**src/rtl/edubos5_alu_issue.sv**
```systemverilog
// ---------------------------------------------------------------------------
// edubos5_alu_issue
//
// Operand-issue and result-capture stage around the eduBOS5 RV32I ALU.
// A decoded ALU / OP-IMM / branch / JALR request is taken over a valid/ready
// handshake. The stage then drives the ALU operand and control inputs and
// waits out the ALU's registered latency. It captures the ALU result and
// comparison flags, resolves the branch decision and offers a writeback
// response over a second valid/ready handshake.
//
// Parameters:
//   ALU_LAT       ALU clock edges from operand drive to valid result (1..4)
//
// Ports:
//   clk, reset    system clock, asynchronous active-high reset
//   req_*         decoded request (valid/ready handshake, ready is output)
//   aluin_1/2     ALU operands
//   shamt         ALU shift amount
//   alu_funct3    ALU funct3
//   alu_funct7_5  ALU funct7_5
//   aluimm_dec    ALU OP-IMM select
//   jalr_dec      ALU JALR select
//   alu_out       ALU result (input)
//   eq, lt, ltu   ALU comparison flags (inputs)
//   rsp_*         writeback response (valid/ready handshake, ready is input)
// ---------------------------------------------------------------------------
module edubos5_alu_issue #(
    parameter int ALU_LAT = 1
) (
    input  logic        clk,
    input  logic        reset,
    // request side
    input  logic        req_valid,
    output logic        req_ready,
    input  logic [31:0] req_rs1,
    input  logic [31:0] req_rs2,
    input  logic [31:0] req_imm,
    input  logic        req_aluimm,
    input  logic        req_jalr,
    input  logic        req_branch,
    input  logic [2:0]  req_funct3,
    input  logic        req_funct7_5,
    input  logic [4:0]  req_rd,
    // ALU-facing side
    output logic [31:0] aluin_1,
    output logic [31:0] aluin_2,
    output logic [4:0]  shamt,
    output logic [2:0]  alu_funct3,
    output logic        alu_funct7_5,
    output logic        aluimm_dec,
    output logic        jalr_dec,
    input  logic [31:0] alu_out,
    input  logic        eq,
    input  logic        lt,
    input  logic        ltu,
    // response side
    output logic        rsp_valid,
    input  logic        rsp_ready,
    output logic [31:0] rsp_data,
    output logic [4:0]  rsp_rd,
    output logic        rsp_we,
    output logic        rsp_br_taken
);

    // FSM encoding
    localparam logic [1:0] S_IDLE = 2'd0;
    localparam logic [1:0] S_EXEC = 2'd1;
    localparam logic [1:0] S_WAIT = 2'd2;
    localparam logic [1:0] S_RESP = 2'd3;

    // Counter preload: number of WAIT cycles before the capture cycle.
    // ALU_LAT is limited to 1..4, so two bits are enough.
    localparam logic [1:0] CNT_INIT = 2'(ALU_LAT - 1);

    // Branch decision from the ALU flags, indexed by funct3.
    function automatic logic branch_taken(
        input logic [2:0] f3,
        input logic       f_eq,
        input logic       f_lt,
        input logic       f_ltu
    );
        logic tk;
        case (f3)
            3'b000:  tk = f_eq;
            3'b001:  tk = ~f_eq;
            3'b100:  tk = f_lt;
            3'b101:  tk = ~f_lt;
            3'b110:  tk = f_ltu;
            3'b111:  tk = ~f_ltu;
            default: tk = 1'b0;
        endcase
        return tk;
    endfunction

    // state and control registers
    logic [1:0]  r_state;
    logic [1:0]  r_cnt;
    logic        r_idle_rdy;

    // ALU-facing registers (loaded at accept, held until capture)
    logic [31:0] r_aluin_1;
    logic [31:0] r_aluin_2;
    logic [4:0]  r_shamt;
    logic [2:0]  r_alu_funct3;
    logic        r_alu_funct7_5;
    logic        r_aluimm_dec;
    logic        r_jalr_dec;

    // op registers needed at capture time
    logic        r_branch;
    logic [2:0]  r_funct3;
    logic [4:0]  r_rd;

    // response registers
    logic [31:0] r_rsp_data;
    logic [4:0]  r_rsp_rd;
    logic        r_rsp_we;
    logic        r_rsp_br_taken;

    // combinational helpers
    logic [1:0]  w_state_nxt;
    logic        w_accept;
    logic        w_capture;
    logic        w_jalr_eff;
    logic [31:0] w_rsp_data;
    logic        w_rsp_we;
    logic        w_rsp_br_taken;

    // Ready is 1 in IDLE (only once out of reset) and follows rsp_ready in
    // RESP, so a new request can slip in on the same edge the response leaves.
    assign req_ready = r_idle_rdy | ((r_state == S_RESP) & rsp_ready);
    assign w_accept  = req_valid & req_ready;
    assign w_capture = (r_state == S_WAIT) & (r_cnt == 2'd0);

    // Branch wins over JALR when a decoder flags both.
    assign w_jalr_eff = req_jalr & ~req_branch;

    assign aluin_1      = r_aluin_1;
    assign aluin_2      = r_aluin_2;
    assign shamt        = r_shamt;
    assign alu_funct3   = r_alu_funct3;
    assign alu_funct7_5 = r_alu_funct7_5;
    assign aluimm_dec   = r_aluimm_dec;
    assign jalr_dec     = r_jalr_dec;

    assign rsp_valid    = (r_state == S_RESP);
    assign rsp_data     = r_rsp_data;
    assign rsp_rd       = r_rsp_rd;
    assign rsp_we       = r_rsp_we;
    assign rsp_br_taken = r_rsp_br_taken;

    // Next-state logic
    always_comb begin
        w_state_nxt = r_state;
        case (r_state)
            S_IDLE: begin
                if (w_accept) begin
                    w_state_nxt = S_EXEC;
                end else begin
                    w_state_nxt = S_IDLE;
                end
            end
            S_EXEC: begin
                // WAIT doubles as the capture cycle when ALU_LAT is 1
                w_state_nxt = S_WAIT;
            end
            S_WAIT: begin
                if (r_cnt == 2'd0) begin
                    w_state_nxt = S_RESP;
                end else begin
                    w_state_nxt = S_WAIT;
                end
            end
            S_RESP: begin
                if (rsp_ready) begin
                    if (w_accept) begin
                        w_state_nxt = S_EXEC;
                    end else begin
                        w_state_nxt = S_IDLE;
                    end
                end else begin
                    w_state_nxt = S_RESP;
                end
            end
            default: begin
                w_state_nxt = S_IDLE;
            end
        endcase
    end

    // Response values formed from the ALU result at capture time
    always_comb begin
        w_rsp_data     = alu_out;
        w_rsp_we       = 1'b0;
        w_rsp_br_taken = 1'b0;
        if (r_branch) begin
            w_rsp_data     = alu_out;
            w_rsp_we       = 1'b0;
            w_rsp_br_taken = branch_taken(r_funct3, eq, lt, ltu);
        end else if (r_jalr_dec) begin
            // jump target is always halfword aligned; link write is done later
            w_rsp_data     = {alu_out[31:1], 1'b0};
            w_rsp_we       = 1'b0;
            w_rsp_br_taken = 1'b0;
        end else begin
            w_rsp_data     = alu_out;
            w_rsp_we       = (r_rd != 5'd0);
            w_rsp_br_taken = 1'b0;
        end
    end

    // FSM state, latency counter and idle-ready flag
    always_ff @(posedge clk or posedge reset) begin
        if (reset) begin
            r_state    <= S_IDLE;
            r_cnt      <= 2'd0;
            r_idle_rdy <= 1'b0;
        end else begin
            r_state    <= w_state_nxt;
            r_idle_rdy <= (w_state_nxt == S_IDLE);
            if (r_state == S_EXEC) begin
                r_cnt <= CNT_INIT;
            end else if ((r_state == S_WAIT) && (r_cnt != 2'd0)) begin
                r_cnt <= r_cnt - 2'd1;
            end else begin
                r_cnt <= r_cnt;
            end
        end
    end

    // Op registers: operand mapping applied once at accept, then held
    // unchanged so the ALU output stage sees stable controls until capture.
    always_ff @(posedge clk or posedge reset) begin
        if (reset) begin
            r_aluin_1      <= 32'd0;
            r_aluin_2      <= 32'd0;
            r_shamt        <= 5'd0;
            r_alu_funct3   <= 3'd0;
            r_alu_funct7_5 <= 1'b0;
            r_aluimm_dec   <= 1'b0;
            r_jalr_dec     <= 1'b0;
            r_branch       <= 1'b0;
            r_funct3       <= 3'd0;
            r_rd           <= 5'd0;
        end else if (w_accept) begin
            r_aluin_1      <= req_rs1;
            r_aluin_2      <= (req_aluimm | w_jalr_eff) ? req_imm : req_rs2;
            r_shamt        <= req_aluimm ? req_imm[4:0] : req_rs2[4:0];
            r_alu_funct3   <= (req_branch | w_jalr_eff) ? 3'b000 : req_funct3;
            // branches subtract for the compare; JALR must add
            if (req_branch) begin
                r_alu_funct7_5 <= 1'b1;
            end else if (w_jalr_eff) begin
                r_alu_funct7_5 <= 1'b0;
            end else begin
                r_alu_funct7_5 <= req_funct7_5;
            end
            r_aluimm_dec   <= req_aluimm;
            r_jalr_dec     <= w_jalr_eff;
            r_branch       <= req_branch;
            r_funct3       <= req_funct3;
            r_rd           <= req_rd;
        end else begin
            r_aluin_1      <= r_aluin_1;
            r_aluin_2      <= r_aluin_2;
            r_shamt        <= r_shamt;
            r_alu_funct3   <= r_alu_funct3;
            r_alu_funct7_5 <= r_alu_funct7_5;
            r_aluimm_dec   <= r_aluimm_dec;
            r_jalr_dec     <= r_jalr_dec;
            r_branch       <= r_branch;
            r_funct3       <= r_funct3;
            r_rd           <= r_rd;
        end
    end

    // Response registers: written only in the capture cycle
    always_ff @(posedge clk or posedge reset) begin
        if (reset) begin
            r_rsp_data     <= 32'd0;
            r_rsp_rd       <= 5'd0;
            r_rsp_we       <= 1'b0;
            r_rsp_br_taken <= 1'b0;
        end else if (w_capture) begin
            r_rsp_data     <= w_rsp_data;
            r_rsp_rd       <= r_rd;
            r_rsp_we       <= w_rsp_we;
            r_rsp_br_taken <= w_rsp_br_taken;
        end else begin
            r_rsp_data     <= r_rsp_data;
            r_rsp_rd       <= r_rsp_rd;
            r_rsp_we       <= r_rsp_we;
            r_rsp_br_taken <= r_rsp_br_taken;
        end
    end

endmodule

```
**config.mk**
```make
export PLATFORM = sky130hd
export DESIGN_NAME = edubos5_alu_issue
export DESIGN_NICKNAME = d
export VERILOG_FILES = /design/src/rtl/edubos5_alu_issue.sv
export SDC_FILE = /design/constraint.sdc
export NUM_CORES = 1
export LEC_CHECK = 0
export ABC_CLOCK_PERIOD_IN_PS = 13850
export CORE_ASPECT_RATIO = 2
export CORE_MARGIN = 8
export CORE_UTILIZATION = 35
export CTS_CLUSTER_SIZE = 20
export DETAILED_ROUTE_END_ITERATION = 8
export GPL_ROUTABILITY_DRIVEN = 0
export GPL_TIMING_DRIVEN = 0
export PLACE_DENSITY_LB_ADDON = 0.05
export SYNTH_ARGS = -nofsm -noshare
export SYNTH_HDL_FRONTEND = slang
export SYNTH_SLANG_ARGS = --single-unit
```
**constraint.sdc**
```tcl
create_clock -name clk -period 13.85 [get_ports clk]
set_clock_uncertainty 0.15 [all_clocks]
set_input_delay 2.77 -clock clk [delete_from_list [all_inputs] [get_ports clk]]
set_output_delay 2.77 -clock clk [all_outputs]
set_load 0.05 [all_outputs]
```
# ---- Yosys cells after proc, flatten, opt, wreduce, memory -nomap -nowiden
# Cells that the tools add are included.
dict set report totals {
  register_bits 128
  inputBits 147
  wordCells 62
  output_inout_bits 116
}
dict set report op_classes {
  muxes 17
  addsub 1
  eq_ne 8
  n_bitwise 11
  n_reduce_logical 8
}
# cell n
set op_table {}
lappend op_table {{32-bit 2-to-1 mux} 1}
lappend op_table {{3-bit equality test (second input constant)} 4}
lappend op_table {{1-bit 2-to-1 mux} 9}
lappend op_table {{2-bit case mux with 4 select lines} 1}
lappend op_table {{2-bit zero test} 3}
lappend op_table {{2-bit 2-to-1 mux} 3}
lappend op_table {{1-bit case mux with 6 select lines} 1}
lappend op_table {{5-bit 2-to-1 mux} 1}
lappend op_table {{5-bit nonzero test} 1}
lappend op_table {{1-bit bitwise AND} 4}
lappend op_table {{2-bit equality test (second input constant)} 2}
lappend op_table {{1-bit NOT} 4}
lappend op_table {{2-bit nonzero test} 2}
lappend op_table {{3-bit by 1-bit equality test with 1-bit output (second input constant)} 1}
lappend op_table {{3-bit zero test} 1}
lappend op_table {{3-bit 2-to-1 mux} 1}
lappend op_table {{1-bit OR} 3}
lappend op_table {{2-bit by 1-bit equality test with 1-bit output (second input constant)} 1}
lappend op_table {{2-bit by 1-bit subtractor with 2-bit output (second input constant)} 1}
lappend op_table {{1-bit logical AND} 1}

# ---- Depth between registers and ports, before layout
# Gate-level depths: netlist of the first run.
dict set report depth {
  word_depth 8
  ltp_mapped 8
  mapped_depth_nobuf 5
}

# ---- Least setup slack after synthesis of the first run
# Ideal clock, no wire load.
dict set report synth_timing {
  kind {input -> output}
  from {input rsp_ready}
  to {output req_ready}
  stages 3
  required_ns 10.930
  path_buffers 2
  arrival_ns 3.681
  setup_slack_ns 7.249
  cell_sequence {a31o_1 buf_2 clkbuf_1}
}
dict set report synth_via {
  elab_chain_len 2
}
# element line
set synth_lines {}
lappend synth_lines {{start, declared} 58} ;# input logic rsp_ready,
lappend synth_lines {{1-bit bitwise AND} 131} ;# assign req_ready = r_idle_rdy | ((r_state == S_RESP) & rsp_ready);
lappend synth_lines {{1-bit OR} 131}
lappend synth_lines {{end, declared} 34} ;# output logic req_ready,
# Every way passes these cells.

# ---- Worst setup path after layout of the first run
# Same ends and word-level chain as after synthesis.

==> impl_metrics.toml, run 1 <==
[outcome]
outcome = "finished, final reports clean"

[yosys]
postSynthCellCount = 445
syn_area_sq_mm = 0.00556
ys_top_cells_by_area = "dfrtp_1, mux2_4, mux2_2, a21oi_1, a31oi_1"
synth_top_cell_area_share_pct = 57.6
ys.warnings.count = 0
ys_ff_latch = 128
ys_seq_area_share_pct = 57.6
synth_cell_type_count = 32
syn_avg_cell_area_sq_um = 12.5
synth_nets = 593
synth_top_cell_by_area = "dfrtp_1"

[finish]
seq_area_sq_mm = 0.00320
multi_input_area_sq_mm = 0.00210
drive_gt1_share_pct = 16.7
syn_to_final_growth_pct = 61.8
fillers = 1326
final_common_cell = "clkdlybuf4s50_1"
layout_common_cells = "clkdlybuf4s50_1, dfrtp_1, a21oi_1, mux2_2, o21ai_0"
instances_no_fill = 939
fin_nets = 873
fin_util_pct = 57.3

[routing]
vias = 4703
first_pass_iters = 6
drt.antenna.violating_nets = 0
first_iter_violations = 93
drc = 0
vias_per_cell = 5.01
routed_wl_mm = 18.3
wire_per_inst_um = 19.5

[clocking]
post_cts_resized = 0
cts.htree.levels = 4
clkTransAtPathRegs_ns = 0.06
post_cts_buffers = 0
cts_made_buffers = 17
cts_tree = "built"
cts_sinks = 128
clk_latency_ns = 0.41
ctsHoldBuffers = 0
cts.path.max_buffers = 2
cts_root_buf = "clkbuf_16"

[die]
rows = 65
dieArea_sq_mm = 0.0204
die_w_um = 105
start_util_pct = 35.4
core-area_sq_mm = 0.0157
dieHeight_um = 194
io-pin-count = 263

[timing]
setup_tns_ns = 0
tightest_slew_ns = 0.586
period_needed_ns = 7.86
finalSetupViolations = 0
hold_viol = 0
slew_violations = 0
fin_crit_sh_pct = 56.8
rsz0062_at_grt = "no"
fin_hold_ws_ns = 0.326
relSlewSlack_pct = 60.8
max_freq_ghz = 0.127

[worst_hold_path]
min_to = "rsp_we"
holdPathStages = 2
worstHoldStart = "rsp_we"
hold_path.class = "reg2reg"

[setup_path]
start_kind = "input port"
crit_type = "in2out"
r2r_slack_ns = 11.83
crit_path_end_kind = "primary output"
cp_data_arrival_time_ns = 4.94
r2r_start = "r_cnt[0]"
required_ns = 10.93
max_stage_delay_ns = 0.90
rr_endpoint = "rsp_data[20]"
cpMaxStageDelayCell = "clkdlybuf4s50_1"
reg2regPathDepth = 5
crit_chain = "clkdlybuf4s50_1, a31o_1, buf_2, clkbuf_1, clkdlybuf4s50_1"
cp_max_fo = 10
cpMostUsedCell = "clkdlybuf4s50_1"

[grt]
antenna_found_initial = 1
track_usage_pct = 18.5
grt_pass1_wl_mm = 29.6
grt_max_degree = 90
first_global_vias = 5277
gr-total-overflow = 0

[placement]
place_hpwl_mm = 14.5
numPortBuffers = 260
dp_cells = 907

[power_and_ir_drop]
powerDensity_mw_per_mm2 = 283
ir_worst_vdd_v = 0.000156
power.total_mw = 2.55
p_leak_nw = 3.69

[flow_run]
cap_violations = 0
## worst max-delay path by stage
stage                    to  slack, ns       from
2_1_floorplan     req_ready       7.25  rsp_ready
3_3_place_gp   rsp_data[24]       5.61      reset
3_5_place_dp      req_ready       5.99  rsp_ready
4_1_cts           req_ready       5.98  rsp_ready
5_1_grt           req_ready       5.89  rsp_ready
6_report          req_ready       5.99  rsp_ready
## state kept, by name, indices dropped and copies added, names as in the netlist, 2 cells and up
register and flops:
alu_funct3 3, aluin_1 32, aluin_2 32, r_cnt 2
r_funct3 3, r_rd 5, r_state 2, rsp_data 32
rsp_rd 5, shamt 5
## cell families (layout without fill, tap and decap cells)
group / after synthesis / in the layout / share of synthesized area [%]
flip-flops: 128 / 128 / 57.6
AO/OA/AOI/OAI: 126 / 126 / 12.6
multiplexers: 86 / 86 / 19.6
AND/OR/NAND/NOR: 55 / 55 / 5.11
buffers and inverters: 48 / 340 / 4.59
adder cells (fa/ha/maj): 1 / 1 / 0.225
XOR/XNOR: 1 / 1 / 0.158
other: 0 / 1 / 0
## synthesized netlist by cell type
master,n
a21o_1,1
a21oi_1,47
a22o_1,2
a31o_1,1
a31oi_1,32
a32o_1,1
and2_1,1
and2_4,1
buf_2,6
buf_6,9
clkbuf_1,23
dfrtp_1,128
ha_1,1
inv_1,10
mux2_2,44
mux2_4,35
mux2i_1,7
nand2_1,5
nand2b_1,2
nand3_1,33
nand3b_1,2
nand4_1,3
nor2_1,4
nor2b_1,1
nor3_1,2
o21a_1,1
o21ai_0,38
o31a_1,1
o31ai_1,1
o41ai_1,1
or4_1,1
xnor2_1,1
## power by group
group          total [mW]  internal (mW)  switching [mW]
Clock               0.416          0.259           0.157
Sequential          0.665          0.563           0.102
Combinational        1.47          0.559           0.907
Total                2.55           1.38            1.17
## per-layer routing
layer	vias up	share of wire (%)	global-route usage, %
met2	208	55	33.6
met3	32	7.4	6.26
met1	2289	35	18.0
met4	0	3.1	9.32
li1	2174	-	-
met5	-	0	0
## per-stage QoR
stage                     setup slack, ns  area, sq um
after CTS                            5.98         8990
after floorplan                      7.25         5560
after global placement               5.61         8410
after global routing                 5.89         8990
after detailed placement             5.99         8440
final                                5.99         8990
## worst max-delay path, delay by kind of cell
kind | cells | cell delay, ns
buffers and inverters | 4 | 2.02
AOI/OAI and AO/OA | 1 | 0.15
## layout make-up
class	instances	area share, %
inverter	10	0.473
multi-input combinational	269	23.3
clock buffer	25	5.40
sequential	128	35.6
timing repair buffer	261	29.3
antenna	1	0.0278
buffer	38	2.42
clock inverter	6	0.640
tap	201	2.80
(Power assumes the default switching activity.)
==> inputs of run 2 (changes only) <==
--- a/config.mk
+++ b/config.mk
@@ -5,7 +5,7 @@
 export SDC_FILE = /design/constraint.sdc
 export NUM_CORES = 1
 export LEC_CHECK = 0
-export ABC_CLOCK_PERIOD_IN_PS = 13850
+export ABC_CLOCK_PERIOD_IN_PS = 6500
 export CORE_ASPECT_RATIO = 2
 export CORE_MARGIN = 8
 export CORE_UTILIZATION = 35
==> constraint.sdc (replaced) <==
create_clock -name clk -period 6.5 [get_ports clk]
set_clock_uncertainty 0.15 [all_clocks]
set_input_delay 1.3 -clock clk [delete_from_list [all_inputs] [get_ports clk]]
set_output_delay 1.3 -clock clk [all_outputs]
set_load 0.05 [all_outputs]
==> results of run 2 <==
Same layout as run 1 (identical final DEF). Status: finished, final reports clean.
Main changes from that run: setup slack after placement 5.99 ns -> 1.58 ns; setup slack after layout 5.99 ns -> 1.58 ns; register-to-register setup slack 11.83 ns -> 4.48 ns; total power 2.55 mW -> 5.43 mW; worst IR drop on VDD 0.000156 V -> 0.000333 V
==> inputs of run 3 (changes only) <==
--- a/config.mk
+++ b/config.mk
@@ -5,7 +5,7 @@
 export SDC_FILE = /design/constraint.sdc
 export NUM_CORES = 1
 export LEC_CHECK = 0
-export ABC_CLOCK_PERIOD_IN_PS = 6500
+export ABC_CLOCK_PERIOD_IN_PS = 4300
 export CORE_ASPECT_RATIO = 2
 export CORE_MARGIN = 8
 export CORE_UTILIZATION = 35
==> constraint.sdc (replaced) <==
create_clock -name clk -period 4.3 [get_ports clk]
set_clock_uncertainty 0.15 [all_clocks]
set_input_delay 0.86 -clock clk [delete_from_list [all_inputs] [get_ports clk]]
set_output_delay 0.86 -clock clk [all_outputs]
set_load 0.05 [all_outputs]
==> run 3 against run 2 <==
Net effect: via count decreased by 1.6%; critical path depth unchanged; count of clock-buffer cells in the layout shrank 4; flip-flop and latch count is the same; clock power rose by 54%; register-to-register slack lost 2.1 ns; largest cell class unchanged; largest power group unchanged.
==> impl_metrics.toml, run 3 (same netlist as run 1, synthesis figures left out) <==
[outcome]
outcome = "finished, final reports clean"

[routing]
first_pass_iters = 4
vias = 4627
drc = 0
drt.antenna.violating_nets = 0
routed_wl_mm = 18.3
wire_per_inst_um = 19.5
first_iter_violations = 87
vias_per_cell = 4.91

[clocking]
clkTransAtPathRegs_ns = 0.05
cts_made_buffers = 17
cts_root_buf = "clkbuf_16"
post_cts_buffers = 0
clk_latency_ns = 0.41
post_cts_resized = 0
ctsHoldBuffers = 0
cts_tree = "built"
cts.path.max_buffers = 2
cts_sinks = 128
cts.htree.levels = 4

[setup_path]
critPathBufInv = 4
cpMostUsedCell = "clkdlybuf4s50_1"
r2r_start = "r_state[0]"
cp_max_fo = 10
crit_path_start = "rsp_ready"
crit_family = "buffers and inverters"
crit_path_end_kind = "primary output"
cp_data_arrival_time_ns = 3.05
max_stage_delay_ns = 0.91
required_ns = 3.29
start_kind = "input port"
crit_chain = "clkdlybuf4s50_1, a31o_1, buf_2, clkbuf_1, clkdlybuf4s50_1"
cpMaxStageDelayCell = "clkdlybuf4s50_1"
crit_type = "in2out"

[timing]
fin_crit_sh_pct = 94.4
slew_violations = 0
relSlewSlack_pct = 60.4
period_needed_ns = 4.06
fin_hold_ws_ns = 0.338
tightest_slew_ns = 0.592
hold_viol = 0
max_freq_ghz = 0.246
finalSetupViolations = 0
layout_setup_ws_ns = 0.241
rsz0062_at_grt = "no"
setup_tns_ns = 0

[die]
core-area_sq_mm = 0.0157
die_w_um = 105
dieHeight_um = 194
start_util_pct = 35.4
io-pin-count = 263
dieArea_sq_mm = 0.0204
rows = 65

[power_and_ir_drop]
p_leak_nw = 3.71
power_frac_comb_pct = 57.4
ir_worst_vdd_v = 0.000368
p_int_mw = 4.48
p_seq_share_pct = 26.0
power.total_mw = 8.24
netSwitchingPower_mw = 3.76
power.share.switching_pct = 45.7
clock_power_share_pct = 16.7
powerDensity_mw_per_mm2 = 911

[finish]
drive_gt1_share_pct = 17.3
syn_to_final_growth_pct = 62.7
fin_nets = 875
layout_common_cells = "clkdlybuf4s50_1, dfrtp_1, a21oi_1, mux2_2, o21ai_0"
final_common_cell = "clkdlybuf4s50_1"
fillers = 1340
fin_util_pct = 57.6

[worst_hold_path]
hold_path.class = "reg2reg"
worstHoldStart = "rsp_data[0]"

[grt]
first_global_vias = 5137
antenna_found_initial = 1
track_usage_pct = 18.3
grt_max_degree = 42
grt_pass1_wl_mm = 29.3
gr-total-overflow = 0

[flow_run]
cap_violations = 0

[placement]
place_hpwl_mm = 14.6
post-place-ws_ns = 0.235
numPortBuffers = 260
[run 3: changes by cell type in the layout (fill, tap and decap cells not counted), moves of 2 or more]
cell / previous run / this run
buf_12: 0 / 3
clkinv_4: 0 / 2
clkinv_2: 4 / 6
clkbuf_8: 3 / 1
clkbuf_1: 28 / 26
[run 3: worst reg2reg max path, delay by kind of cell (launching register included)]
family	cells	cell delay [ns]
buf+inv	2	0.62
flops	1	0.34
mux	1	0.37
simple gates	1	0.36
[run 3: power by group through the flow]
stage	logic, mW	clock network, mW	registers, mW
finish	4.73	1.37	2.14
global route	4.94	1.46	2.22
floorplan	1.24	0	4.03
global placement	4.74	0	2.13
CTS	4.79	1.41	2.14
detailed placement	4.78	0	2.16
[run 3: final timing paths]
kind                                 to  slack [ns]  depth (start not counted)
setup / recovery              req_ready        0.24                          5
hold / removal              rsp_data[0]        0.34                          2
setup reg to reg           rsp_data[12]        2.35                          4
hold reg to reg             rsp_data[0]        0.34                          2
max in group asynchronous    aluin_2[4]        2.47                          4
min in group asynchronous   aluin_2[19]        0.71                          2
[run 3: cell type report]
class | instances | area, sq um | area share [%]
repair buffers | 263 | 2660 | 29.4
multi-input cells | 269 | 2100 | 23.2
plain buffers | 38 | 218 | 2.41
flip-flops and latches | 128 | 3200 | 35.4
inverters | 10 | 41.3 | 0.457
well taps | 201 | 251 | 2.78
clock inverters | 11 | 115 | 1.27
clock buffers | 21 | 450 | 4.98
diodes | 1 | 2.50 | 0.0277
[run 3: per-stage QoR]
step / area [sq um] / instances
after floorplan: 5560 / 445
after global placement: 8410 / 906
after detailed placement: 8470 / 909
after CTS: 9040 / 941
after global routing: 9040 / 942
final: 9040 / 942
[run 3: routing by layer]
metal,vias to the layer above,GRT usage [%],part of all wire (%)
met3,24,7.46,7.5
li1,2180,-,-
met2,180,33.3,55
met1,2243,17.7,35
met4,0,7.51,2.3
met5,-,0,0
